===== src/rtl/gpr_if.sv =====
// Register-file port bundle: decode-side reads/issue and writeback write port.
// Signal names follow the core's register-file pin names.
interface gpr_if #(
  parameter int DATA_W = 32,
  parameter int ADDR_W = 5,
  parameter int NUM_RD = 2
);
  logic [NUM_RD*ADDR_W-1:0] RADDR;
  logic [NUM_RD*DATA_W-1:0] RDATA;
  logic [NUM_RD-1:0]        RBUSY;
  logic                     WE;
  logic [ADDR_W-1:0]        WADDR;
  logic [DATA_W-1:0]        WDATA;
  logic                     ISSUE;
  logic [ADDR_W-1:0]        ISSUE_ADDR;
  logic [ADDR_W:0]          PEND_CNT;

  modport master (
    output RADDR, WE, WADDR, WDATA, ISSUE, ISSUE_ADDR,
    input  RDATA, RBUSY, PEND_CNT
  );

  modport slave (
    input  RADDR, WE, WADDR, WDATA, ISSUE, ISSUE_ADDR,
    output RDATA, RBUSY, PEND_CNT
  );
endinterface


===== src/rtl/gpr_file.sv =====
// General-purpose register file with r0 hardwired to zero, per-register pending bits and a
// pending counter. Optional same-cycle write-to-read bypass enabled by defining GPR_BYPASS_EN.
module gpr_file #(
  parameter int DATA_W = 32,
  parameter int ADDR_W = 5,
  parameter int NUM_RD = 2
) (
  input  logic  CLK,
  input  logic  RST,
  gpr_if.slave  bus
);

  localparam int DEPTH = 2 ** ADDR_W;
  localparam int CNT_W = ADDR_W + 1;

  logic [DATA_W-1:0]        mem_q [DEPTH];
  logic [DEPTH-1:0]         pend_q, pend_d;
  logic [CNT_W-1:0]         cnt_q, cnt_d;
  logic                     we_v, iss_v, same_w;
  logic                     set_new, clr_old;
  logic [NUM_RD*DATA_W-1:0] rdata_w;
  logic [NUM_RD-1:0]        rbusy_w;

  assign we_v   = bus.WE && (bus.WADDR != '0);
  assign iss_v  = bus.ISSUE && (bus.ISSUE_ADDR != '0);
  assign same_w = iss_v && (bus.ISSUE_ADDR == bus.WADDR);

  // Counter moves only on real transitions; a collision on one register leaves it set.
  assign set_new = iss_v && !pend_q[bus.ISSUE_ADDR];
  assign clr_old = we_v && pend_q[bus.WADDR] && !same_w;
  assign cnt_d   = cnt_q + CNT_W'(set_new) - CNT_W'(clr_old);

  always_comb begin
    pend_d = pend_q;
    if (we_v)  pend_d[bus.WADDR]      = 1'b0;
    if (iss_v) pend_d[bus.ISSUE_ADDR] = 1'b1;
    pend_d[0] = 1'b0;
  end

  always_ff @(posedge CLK or posedge RST) begin
    if (RST) begin
      for (int i = 0; i < DEPTH; i++) mem_q[i] <= '0;
      pend_q <= '0;
      cnt_q  <= '0;
    end else begin
      if (we_v) mem_q[bus.WADDR] <= bus.WDATA;
      pend_q <= pend_d;
      cnt_q  <= cnt_d;
    end
  end

  for (genvar k = 0; k < NUM_RD; k++) begin : g_rd
    logic [ADDR_W-1:0] ra;
    logic              byp;
    assign ra = bus.RADDR[k*ADDR_W +: ADDR_W];
`ifdef GPR_BYPASS_EN
    assign byp = we_v && (ra == bus.WADDR);
`else
    assign byp = 1'b0;
`endif
    // A bypassed write hides the pending bit unless a new producer claims the register.
    assign rdata_w[k*DATA_W +: DATA_W] = byp ? bus.WDATA :
                                         (ra == '0) ? '0 : mem_q[ra];
    assign rbusy_w[k] = pend_q[ra] & ~(byp & ~same_w);
  end

  assign bus.RDATA    = rdata_w;
  assign bus.RBUSY    = rbusy_w;
  assign bus.PEND_CNT = cnt_q;

endmodule

===== src/flat_wrapper.sv =====
// flat-port wrapper written by rule: the top's interface ports become plain ports
module gpr_file_flat 
#(
  parameter int DATA_W = 32,
  parameter int ADDR_W = 5,
  parameter int NUM_RD = 2
)
  (CLK, RST, bus_RADDR, bus_WE, bus_WADDR, bus_WDATA, bus_ISSUE, bus_ISSUE_ADDR, bus_RDATA, bus_RBUSY, bus_PEND_CNT);
  gpr_if #(.DATA_W(DATA_W), .ADDR_W(ADDR_W), .NUM_RD(NUM_RD)) bus_i ();
  input  logic CLK;
  input  logic RST;
  input wire logic [$bits(bus_i.RADDR)-1:0] bus_RADDR;
  input wire logic [$bits(bus_i.WE)-1:0] bus_WE;
  input wire logic [$bits(bus_i.WADDR)-1:0] bus_WADDR;
  input wire logic [$bits(bus_i.WDATA)-1:0] bus_WDATA;
  input wire logic [$bits(bus_i.ISSUE)-1:0] bus_ISSUE;
  input wire logic [$bits(bus_i.ISSUE_ADDR)-1:0] bus_ISSUE_ADDR;
  output wire logic [$bits(bus_i.RDATA)-1:0] bus_RDATA;
  output wire logic [$bits(bus_i.RBUSY)-1:0] bus_RBUSY;
  output wire logic [$bits(bus_i.PEND_CNT)-1:0] bus_PEND_CNT;
  assign bus_i.RADDR = bus_RADDR;
  assign bus_i.WE = bus_WE;
  assign bus_i.WADDR = bus_WADDR;
  assign bus_i.WDATA = bus_WDATA;
  assign bus_i.ISSUE = bus_ISSUE;
  assign bus_i.ISSUE_ADDR = bus_ISSUE_ADDR;
  assign bus_RDATA = bus_i.RDATA;
  assign bus_RBUSY = bus_i.RBUSY;
  assign bus_PEND_CNT = bus_i.PEND_CNT;
  gpr_file #(.DATA_W(DATA_W), .ADDR_W(ADDR_W), .NUM_RD(NUM_RD)) u_core (.CLK(CLK), .RST(RST), .bus(bus_i));
endmodule

===== config.mk =====
export PLATFORM = sky130hd
export DESIGN_NAME = gpr_file_flat
export DESIGN_NICKNAME = d
export VERILOG_FILES = /design/src/rtl/gpr_if.sv /design/src/rtl/gpr_file.sv /design/src/flat_wrapper.sv
export SDC_FILE = /design/constraint.sdc
export NUM_CORES = 2
export LEC_CHECK = 0
export ABC_AREA = 1
export BUFFER_PORTS_ARGS = -buffer_cell sky130_fd_sc_hd__buf_2
export CORE_MARGIN = 2
export CORE_UTILIZATION = 50
export DETAILED_ROUTE_END_ITERATION = 8
export PLACE_DENSITY = 0.66
export SYNTH_ARGS = -nofsm -noshare
export SYNTH_HDL_FRONTEND = slang
export SYNTH_SLANG_ARGS = --single-unit

===== constraint.sdc =====
create_clock -name CLK -period 110.9 [get_ports CLK]
set_clock_uncertainty 0.05 [all_clocks]
set_input_delay 16.635 -clock CLK [delete_from_list [all_inputs] [get_ports CLK]]
set_output_delay 16.635 -clock CLK [all_outputs]
set_load 0.02 [all_outputs]

==> flow_metrics.env <==
export IMPL_grt_max_degree=193
export IMPL_cts_hold_buffers=0
export IMPL_finalSetupTns_ns=0
export IMPL_die_area_um2=122000
export IMPL_core_um2=118000
export IMPL_cts_root_buf="clkbuf_16"
export IMPL_yosysSeqAreaShare=0.446
export IMPL_grt_first_pass_wirelength_um=347000
export IMPL_setup_violations_final=0
export IMPL_cpMostUsedCell="nand2_1"
export IMPL_synth_ff_type="dfrtp_1"
export IMPL_grt_overflow_total=0
export IMPL_syn_inst=8781
export IMPL_finalHoldViolCount=0
export IMPL_nNetsFinal=8387
export IMPL_crit_path_end_kind="output pin"
export IMPL_antenna_found_initial=7
export IMPL_io_pins=128
export IMPL_leakage_nw=30.3
export IMPL_synth_area_leaders="dfrtp_1 (45%), nand2_1 (20%), nand3_1 (12%), nor2_1 (5.4%), a21oi_1 (5.0%)"
export IMPL_vdd_drop_max_v=0.0000143
export IMPL_required_ns=94.21
export IMPL_initial_core_util=0.505
export IMPL_cts_tree="yes"
export IMPL_worst_pin_slew_ns=1.32
export IMPL_drive_gt1_frac=0.0567
export IMPL_via_per_inst=6.08
export IMPL_cts_made_buffers=118
export IMPL_synth_top_cell_area_share=0.446
export IMPL_syn_area_um2=59600
export IMPL_synth_edf_count=0
export IMPL_clock_sinks=1061
export IMPL_status="finished clean"
export IMPL_rsz0062_at_grt="false"
export IMPL_worstSkewPairLatency_ns=0.72
export IMPL_port_buffers=127
export IMPL_grt_usage=0.370
export IMPL_syn_mean_instance_area_um2=6.78
export IMPL_htreeDepth=3
export IMPL_dpl_worst_slack_ns=73.24
export IMPL_clockBufferDepth=3
export IMPL_gp_congestion=0.954
export IMPL_drtIter0Drc=8619
export IMPL_die_x_um=349
export IMPL_dpl_instance_area_um2=59900
export IMPL_maxSlewHeadroom=0.123
export IMPL_synth_cell_types=27
export IMPL_p_total_mw=1.22
export IMPL_clkTransAtPathRegs_ns=0.06
export IMPL_syn_to_final_growth_pct=7.54
export IMPL_hold_class="register to register"
export IMPL_path_max_fanout=179
export IMPL_critPathMaxStageDelay_ns=1.06
export IMPL_multi_input_area_um2=29300
export IMPL_die_h_um=349
export IMPL_async_reset_ff_frac=1.00
export IMPL_start_kind="primary input"
export IMPL_max_freq_ghz=0.0264
export IMPL_finalCritPeriodShare=0.342
export IMPL_yosys_warnings=0
export IMPL_synth_common_cells="nand2_1 (3,148), nand3_1 (1,394), dfrtp_1 (1,061)"
export IMPL_worst_slack_ns=72.99
export IMPL_nFillCells=11500
export IMPL_num_vias=60600
export IMPL_period_needed_ns=37.91
export IMPL_crit_chain="buf_8 -> inv_8 -> buf_4 -> buf_12 -> nand2_1 -> nand3_1 -> nand3_1 -> nand2_1 -> nand2_1 -> nand3_1 -> nand2_1 -> nor2_1 -> buf_2"
export IMPL_drc=0
export IMPL_maxCapViolations=0
export IMPL_synth_largest_area_cell="dfrtp_1"
export IMPL_arrival_ns=21.22
export IMPL_yosysMostFrequentCell="nand2_1"
export IMPL_crit_type="primary input to output pin"
export IMPL_final_antenna_net_count=0
export IMPL_hold_ws_ns=0.349
export IMPL_register_area_um2=26600
export IMPL_grt_pass1_vias=56600
export IMPL_synth_seq_cells=1061
export IMPL_detail_route_wirelength_um=229000
export IMPL_drv_slew=0
export IMPL_dp_final_hpwl_um=119000
export IMPL_syn_num_nets=8844
export IMPL_final_area_um2=64100
export IMPL_num_rows=126
export IMPL_cts_resized=0
export IMPL_wl_per_cell_um=23.0
export IMPL_critPathSlowestCell="buf_4"
export IMPL_postCtsSetupBuffers=0
export IMPL_p_per_area_nw_per_um2=19.0
export IMPL_drtPass1Iterations=7
power breakdown:
group / switching (mW) / internal, mW / leakage (nW)
combinational: 0.167 / 0.0945 / 15.1
clock: 0.169 / 0.250 / 2.06
sequential: 0.0653 / 0.471 / 13.2
worst max-delay path, delay by kind of cell:
kind,cells,cell delay [ns]
buffers and inverters,5,2.99
and+or+nand+nor,8,1.30
final timing paths:
check                              startpoint                     end  slack [ns]  cells after the start
setup reg to reg             u_core.pend_q[5]  u_core.bus.PEND_CNT[4]      108.31                     15
hold / removal             u_core.mem_q[1017]      u_core.mem_q[1017]        0.35                      0
hold reg to reg            u_core.mem_q[1017]      u_core.mem_q[1017]        0.35                      0
max in group asynchronous                 RST       u_core.mem_q[324]       90.97                      6
setup / recovery                 bus_RADDR[5]           bus_RDATA[48]       72.99                     13
min in group asynchronous                 RST       u_core.mem_q[948]       16.00                      2
kinds of logic after synthesis:
logic type,after synthesis,synth area share
and+or+nand+nor,5433,0.373
DFF,1061,0.446
adders and majority gates,7,0.00160
buffers and inverters,960,0.0649
AOI/OAI and AO/OA,1310,0.113
xor gates and xnor gates,10,0.00147
sequential cells by signal (all words and copies together) (netlist names):
name / cells
u_core.pend_q: 31
u_core.mem_q: 1024
u_core.bus.PEND_CNT: 6
cells in the final DEF (no fill, tap or decap), drive strengths merged, types with 6 or more instances in the layout:
master	count
dfrtp	1061
a21oi	595
bufinv	13
nand3	1394
o21ai	636
nand2	3150
o22ai	20
clkinv	29
ha	6
nor3	19
inv	164
clkbuf	173
nor2	866
o211ai	57
xor2	10
buf	219
cell type report:
cell class / count / share of cell area
tap: 1536 / 0.0300
sequential: 1061 / 0.414
clock buffer: 173 / 0.0555
clock inverter: 43 / 0.00904
timing repair buffer: 219 / 0.0228
inverter: 164 / 0.0104
multi-input combinational: 6760 / 0.458
antenna: 3 / 0.000117
per-layer routing:
layer | share of wire | global-route usage
met5 | 0.000057 | 0
met4 | 0.058 | 0.190
met3 | 0.12 | 0.0862
met2 | 0.43 | 0.569
met1 | 0.39 | 0.490
through the flow:
| stage | std cells | util |
|---|---|---|
| after floorplan | 8781 | - |
| after CTS | 9956 | 0.543 |
| after global routing | 9957 | 0.543 |
| after global placement | 9740 | 0.508 |
| after detailed placement | 9740 | 0.508 |
| final | 9959 | 0.543 |
No activity file was read; power rests on OpenSTA's default activity.
